## src/rtl/dmi_arb.sv

```systemverilog
// Two-requester round-robin arbiter in front of a single-outstanding DMI port.
// Optional response timeout in WAIT is enabled by defining DMI_ARB_TIMEOUT_EN.
module dmi_arb #(
  parameter int unsigned ADDR_W      = 7,
  parameter int unsigned DATA_W      = 32,
  parameter int unsigned TIMEOUT_CYC = 255
) (
  input  logic              dtm_clk,
  input  logic              rst_n,
  input  logic              m0_req_vld,
  output logic              m0_req_rdy,
  input  logic [ADDR_W-1:0] m0_req_addr,
  input  logic [DATA_W-1:0] m0_req_data,
  input  logic [1:0]        m0_req_op,
  output logic              m0_rsp_vld,
  input  logic              m0_rsp_rdy,
  output logic [DATA_W-1:0] m0_rsp_data,
  output logic [1:0]        m0_rsp_op,
  input  logic              m1_req_vld,
  output logic              m1_req_rdy,
  input  logic [ADDR_W-1:0] m1_req_addr,
  input  logic [DATA_W-1:0] m1_req_data,
  input  logic [1:0]        m1_req_op,
  output logic              m1_rsp_vld,
  input  logic              m1_rsp_rdy,
  output logic [DATA_W-1:0] m1_rsp_data,
  output logic [1:0]        m1_rsp_op,
  output logic              dmi_req_vld,
  input  logic              dmi_req_rdy,
  output logic [ADDR_W-1:0] dmi_req_addr,
  output logic [DATA_W-1:0] dmi_req_data,
  output logic [1:0]        dmi_req_op,
  input  logic              dmi_rsp_vld,
  output logic              dmi_rsp_rdy,
  input  logic [DATA_W-1:0] dmi_rsp_data,
  input  logic [1:0]        dmi_rsp_op,
  output logic              busy,
  output logic              owner
);

  typedef enum logic [1:0] {IDLE, REQ, WAIT, RESP} state_t;

  state_t            state, state_nx;
  logic              last, last_nx;
  logic              owner_q, owner_nx;
  logic              grant;
  logic [ADDR_W-1:0] addr_q, addr_nx;
  logic [DATA_W-1:0] data_q, data_nx;
  logic [1:0]        op_q, op_nx;
  logic [DATA_W-1:0] rdata_q, rdata_nx;
  logic [1:0]        rop_q, rop_nx;

`ifdef DMI_ARB_TIMEOUT_EN
  localparam int unsigned CNT_W = (TIMEOUT_CYC > 1) ? $clog2(TIMEOUT_CYC) : 1;
  localparam logic [CNT_W-1:0] CNT_LAST = CNT_W'(TIMEOUT_CYC - 1);
  logic [CNT_W-1:0] cnt_q, cnt_nx;
`endif

  // On a tie, serve the requester that was not granted last.
  assign grant = (m0_req_vld && m1_req_vld) ? ~last : m1_req_vld;

  always_ff @(posedge dtm_clk) begin
    if (!rst_n) begin
      state   <= IDLE;
      last    <= 1'b1;
      owner_q <= 1'b0;
      addr_q  <= '0;
      data_q  <= '0;
      op_q    <= '0;
      rdata_q <= '0;
      rop_q   <= '0;
`ifdef DMI_ARB_TIMEOUT_EN
      cnt_q   <= '0;
`endif
    end else begin
      state   <= state_nx;
      last    <= last_nx;
      owner_q <= owner_nx;
      addr_q  <= addr_nx;
      data_q  <= data_nx;
      op_q    <= op_nx;
      rdata_q <= rdata_nx;
      rop_q   <= rop_nx;
`ifdef DMI_ARB_TIMEOUT_EN
      cnt_q   <= cnt_nx;
`endif
    end
  end

  always_comb begin
    state_nx   = state;
    last_nx    = last;
    owner_nx   = owner_q;
    addr_nx    = addr_q;
    data_nx    = data_q;
    op_nx      = op_q;
    rdata_nx   = rdata_q;
    rop_nx     = rop_q;
    m0_req_rdy = 1'b0;
    m1_req_rdy = 1'b0;
`ifdef DMI_ARB_TIMEOUT_EN
    cnt_nx     = cnt_q;
`endif
    unique case (state)
      IDLE: begin
        if (m0_req_vld || m1_req_vld) begin
          // rdy is gated by rst_n so no request is consumed while reset is held.
          if (grant) begin
            m1_req_rdy = rst_n;
            addr_nx    = m1_req_addr;
            data_nx    = m1_req_data;
            op_nx      = m1_req_op;
          end else begin
            m0_req_rdy = rst_n;
            addr_nx    = m0_req_addr;
            data_nx    = m0_req_data;
            op_nx      = m0_req_op;
          end
          owner_nx = grant;
          last_nx  = grant;
          state_nx = REQ;
        end
      end
      REQ: begin
        if (dmi_req_rdy) begin
          state_nx = WAIT;
`ifdef DMI_ARB_TIMEOUT_EN
          cnt_nx   = '0;
`endif
        end
      end
      WAIT: begin
        if (dmi_rsp_vld) begin
          rdata_nx = dmi_rsp_data;
          rop_nx   = dmi_rsp_op;
          state_nx = RESP;
        end
`ifdef DMI_ARB_TIMEOUT_EN
        else if (cnt_q == CNT_LAST) begin
          rdata_nx = '0;
          rop_nx   = 2'b10;
          state_nx = RESP;
        end else begin
          cnt_nx = cnt_q + CNT_W'(1);
        end
`endif
      end
      RESP: begin
        if (owner_q ? m1_rsp_rdy : m0_rsp_rdy) state_nx = IDLE;
      end
      default: state_nx = IDLE;
    endcase
  end

  assign dmi_req_vld  = (state == REQ);
  assign dmi_req_addr = addr_q;
  assign dmi_req_data = data_q;
  assign dmi_req_op   = op_q;
  assign dmi_rsp_rdy  = (state != RESP);
  assign busy         = (state != IDLE);
  assign owner        = owner_q;
  assign m0_rsp_vld   = (state == RESP) && !owner_q;
  assign m1_rsp_vld   = (state == RESP) && owner_q;
  assign m0_rsp_data  = rdata_q;
  assign m0_rsp_op    = rop_q;
  assign m1_rsp_data  = rdata_q;
  assign m1_rsp_op    = rop_q;

endmodule

```

## config.mk

```make
export PLATFORM = sky130hd
export DESIGN_NAME = dmi_arb
export DESIGN_NICKNAME = d
export VERILOG_FILES = /design/src/rtl/dmi_arb.sv
export SDC_FILE = /design/constraint.sdc
export NUM_CORES = 1
export LEC_CHECK = 0
export CAP_MARGIN = 25
export CORE_MARGIN = 4
export CORE_UTILIZATION = 39
export CTS_CLUSTER_DIAMETER = 30
export DETAILED_ROUTE_END_ITERATION = 12
export GPL_TIMING_DRIVEN = 0
export PLACE_DENSITY = 0.87
export RECOVER_POWER = 100
export SLEW_MARGIN = 15
export SYNTH_ARGS = -nofsm -noshare
export SYNTH_HDL_FRONTEND = slang
export SYNTH_SLANG_ARGS = --single-unit
```

## constraint.sdc

```tcl
create_clock -name dtm_clk -period 4.5 [get_ports dtm_clk]
set_clock_uncertainty 0.1 [all_clocks]
set_input_delay 0.9 -clock dtm_clk [delete_from_list [all_inputs] [get_ports dtm_clk]]
set_output_delay 0.9 -clock dtm_clk [all_outputs]
set_load 0.01 [all_outputs]
```

# Yosys cells after proc, flatten, opt, wreduce, memory -nomap -nowiden
# Cells that the tools add are included.
# op_classes
n_eq_ne	8
muxes	16
n_bitwise	1
reduce_logical	10
# ops
operator	count
$mux 32	1
$mux 2	5
$mux 1	8
$ne 2x2->1 const B	4
$pmux 2 s4	1
$mux 7	1
$eq 2x2->1 const B	2
$reduce_and 2->1	2
$reduce_and 4->1	1
$logic_and 1x1->1	3
$eq 2x1->1 const B	1
$logic_not 2->1	1
$ne 2x1->1 const B	1
$reduce_bool 2->1	1
$logic_not 1->1	1
$logic_or 1x1->1	1
$not 1->1	1
# word_totals
ff_bits	79
in_bits	124
output_inout_bits	117
elab_cells	43

# Depth between registers and ports, before layout
# depth
word_depth	5
ltp_mapped	7
mapped_depth_nobuf	5

# Worst setup path before layout
# Ideal clock, no wire load.
# synth_path
path_kind	input to output
start	input rst_n
end	output m0_req_rdy
t_arrival_ns	1.593
required_time_ns	3.500
path_slack_ns	1.907
path_stages	4
path_buffers	2
cell_sequence	clkbuf_1 buf_1 nand2_1 nor2_1
# synth_between
elab_chain_cells	3
# synth_rtl
element	line	rtl
from (decl)	9	input logic rst_n,
$mux 1	108	if (grant) begin
$mux 1	106	if (m0_req_vld || m1_req_vld) begin
$mux 1	104	unique case (state)
to (decl)	11	output logic m0_req_rdy,
# No other way between the ends.

# Worst setup path in the final report
# layout_path
start	input m1_req_vld
end	output m0_req_rdy
# layout_between
elab_chain_cells	5
word_cells_on_any_way	6
cone_classes	4 x mux; 2 x reduce/logical
# layout_rtl
element	line	rtl
from (decl)	19	input logic m1_req_vld,
$logic_and 1x1->1	60	assign grant = (m0_req_vld && m1_req_vld) ? ~last : m1_req_vld;
$mux 1	60	
$mux 1	108	
$mux 1 *	106	
$mux 1 *	104	
# Mark *: on every way between the ends. The rest lies on a longest branch, timed or not.

==> impl_metrics.py <==
metrics = {
    "worst_hold_path": {
        "min-delay-path-class": "flop to flop",
        "hold_path_depth": 2,
        "whs_endpoint": "m0_rsp_data[19]",
        "hold_start": "m0_rsp_data[19]",
    },
    "yosys": {
        "yosys_warnings": 0,
        "synth_nets": 530,
        "netlist.top_cell.by_area": "dfxtp_1",
        "synth_top_area_share": 0.4380,
        "seq_area_frac_synth": 0.4380,
        "ys_types": 25,
        "yosys_register_bits": 79,
        "syn_inst": 402,
        "syn-mean-instance-area_um2": 8.982,
        "ys_top_cells_by_area": "dfxtp_1 (44%), mux2i_1 (12%), nand2_1 (7.7%)",
        "synth_area_um2": 3611,
    },
    "worst_setup_path": {
        "worstReg2RegEnd": "dmi_req_data[29]",
        "worst-r2r-cell-count": 7,
        "ff2ff_setup_slack_ps": 2310,
        "crit_path_max_fanout": 10,
        "critPathLaunchType": "input port",
        "worst_setup_path_end_kind": "output pin",
        "worstSetupPathType": "input port to output pin",
        "cp.arrival_ps": 2860,
        "required_ps": 3500,
        "regToRegStartpoint": "state[1]",
    },
    "routing": {
        "vias_per_cell": 4.858,
        "vias": 3721,
        "drt_iter0_markers": 126,
        "dr.pass1.iters": 4,
        "drt-total-wl_um": 12400,
        "wl_per_cell_um": 16.19,
        "drc_errors": 0,
        "drtAntennaViolNets": 0,
    },
    "final_layout": {
        "fin_nets": 780,
        "area_growth_pct": 76.72,
        "fill_cells": 692,
        "drive_gt1_frac": 0.09285,
        "final_util": 0.7212,
    },
    "power": {
        "p_total_uw": 2733,
        "p_leak_uw": 0.002777,
        "ir_worst_vdd_v": 0.0002201,
        "power_density_nw_per_um2": 428.3,
    },
    "clock_network": {
        "cts_tree": "built",
        "postCtsSetupBuffers": 0,
        "clkSlewWorstSetupHoldPaths_ps": 80,
        "cts.sinks": 79,
        "insertion_delay_ps": 340,
        "cts-resized-gates": 0,
        "clockBufferDepth": 2,
        "ctsHtreeMaxLevel": 3,
        "clock-root-buffer": "clkbuf_8",
        "numCtsBuffers": 9,
        "cts_hold_buf": 0,
    },
    "floorplan": {
        "ioPinCount": 241,
        "initial_utilization": 0.4081,
        "die_h_um": 104.2,
        "core_um2": 8848,
        "fp-row-count": 34,
        "die_area_um2": 10860,
        "die_w_um": 104.2,
    },
    "timing": {
        "max_freq_mhz": 259.3,
        "final-setup-viol-count": 0,
        "tightest_slew_ps": 826.7,
        "final-max-slew-violation-count": 0,
        "hold_viol_final": 0,
        "slew_headroom": 0.4346,
        "fin_crit_ps": 3857,
        "period_share": 0.8571,
        "tns_ps": 0,
        "grt_setup_unrepaired": "false",
    },
    "global_route": {
        "overflow": 0,
        "grt_max_degree": 15,
        "grt_pass1_vias": 3855,
        "gr-usage-all-layers": 0.2218,
        "grt_pass1_wl_um": 19380,
        "antenna_found_initial": 1,
    },
    "job": {
        "drv_cap": 0,
    },
    "status": {
        "status": "finished clean",
    },
    "placed_design": {
        "post-dp-hpwl_um": 9958,
        "gp_congestion": 0.7725,
        "numPortBuffers": 239,
    },
}
where the power goes:
group | total (µW) | leakage (µW) | switching [µW] | internal, µW
clock | 704 | 0.000130 | 278 | 427
combinational | 1060 | 0.00200 | 507 | 554
sequential | 968 | 0.000649 | 94.2 | 874
cells in the mapped netlist:
| cell type | n |
|---|---|
| buf_8 | 1 |
| buf_6 | 1 |
| dfxtp_1 | 79 |
| a21oi_1 | 42 |
| nor2_1 | 2 |
| a21boi_1 | 20 |
| or2b_1 | 1 |
| a21boi_0 | 15 |
| inv_1 | 4 |
| buf_1 | 1 |
| a2111oi_4 | 1 |
| mux2i_1 | 44 |
| buf_4 | 35 |
| and3_1 | 2 |
| o21ai_0 | 43 |
| nor3b_1 | 1 |
| clkbuf_1 | 13 |
| a21boi_2 | 1 |
| nor2b_1 | 2 |
| o21a_1 | 1 |
| nand2_1 | 74 |
| buf_12 | 3 |
| buf_2 | 10 |
| and2_1 | 2 |
| ha_1 | 4 |
per-layer routing:
metal | up-vias | share of wire | routed length (µm) | GRT usage
met5 | - | 0 | 0 | 0
met4 | 0 | 0.022 | 267 | 0.08737
met3 | 17 | 0.085 | 1058 | 0.08380
met2 | 157 | 0.52 | 6430 | 0.4201
met1 | 1717 | 0.37 | 4647 | 0.2153
li1 | 1830 | - | - | -
cell usage in the layout, fill, tap and decap left out, drive strengths merged, types with 29 or more instances in the layout:
master and instances:
dfxtp 79, nand2 74, a21boi 36, mux2i 44
buf 44, a21oi 42, o21ai 43, clkdlybuf4s50 119
clkbuf 29, dlygate4sd3 120
final cells by class:
cell class / count / area (µm²) / share of cell area
repair buffers: 239 / 2392 / 0.3749
diodes: 1 / 2.502 / 0.0003922
inverters: 4 / 15.01 / 0.002353
well taps: 108 / 135.1 / 0.02118
multi-input cells: 255 / 1544 / 0.2420
clock inverters: 7 / 145.1 / 0.02275
clock buffers: 9 / 123.9 / 0.01941
flip-flops and latches: 79 / 1582 / 0.2478
plain buffers: 64 / 441.7 / 0.06922
through the flow:
stage                     setup WS, ps  std cells  area (µm²)  hold slack (ps)
after floorplan                   1907        402        3611            367.7
after global placement           813.0        749        6138            354.6
after detailed placement         751.8        749        6138            362.6
after CTS                        747.6        765        6407            375.3
after global routing             520.4        766        6381            399.0
final                            643.0        766        6381            376.7
worst max-delay path, cell delays in order:
cell,delay (ps)
dlygate4sd3_1,590
o21a_1,190
clkbuf_1,340
nand2_1,100
nor2_1,100
dlygate4sd3_1,640
registers in the layout (all words and copies together), names as in the netlist:
name          count
dmi_req_data     32
m0_rsp_data      32
dmi_req_addr      7
dmi_req_op        2
m0_rsp_op         2
state             2
last              1
owner             1
worst max-delay path by stage:
stage | to | depth (start not counted) | slack [ps] | from
2_1_floorplan | m0_req_rdy | 4 | 1910 | rst_n
3_5_place_dp | m0_req_rdy | 6 | 750 | m0_req_vld
4_1_cts | m0_req_rdy | 6 | 750 | m1_req_vld
6_report | m0_req_rdy | 6 | 640 | m1_req_vld
5_1_grt | m0_req_rdy | 6 | 520 | m1_req_vld
3_3_place_gp | m0_req_rdy | 6 | 810 | m0_req_vld
cells by family after synthesis:
group	share of synthesized area
AO/OA/AOI/OAI	0.2034
adder cells (fa/ha/maj)	0.01386
buffers and inverters	0.1292
flip-flops	0.4380
multiplexers	0.1220
AND/OR/NAND/NOR	0.09356
Note: power is estimated with default switching activity, not from simulation.
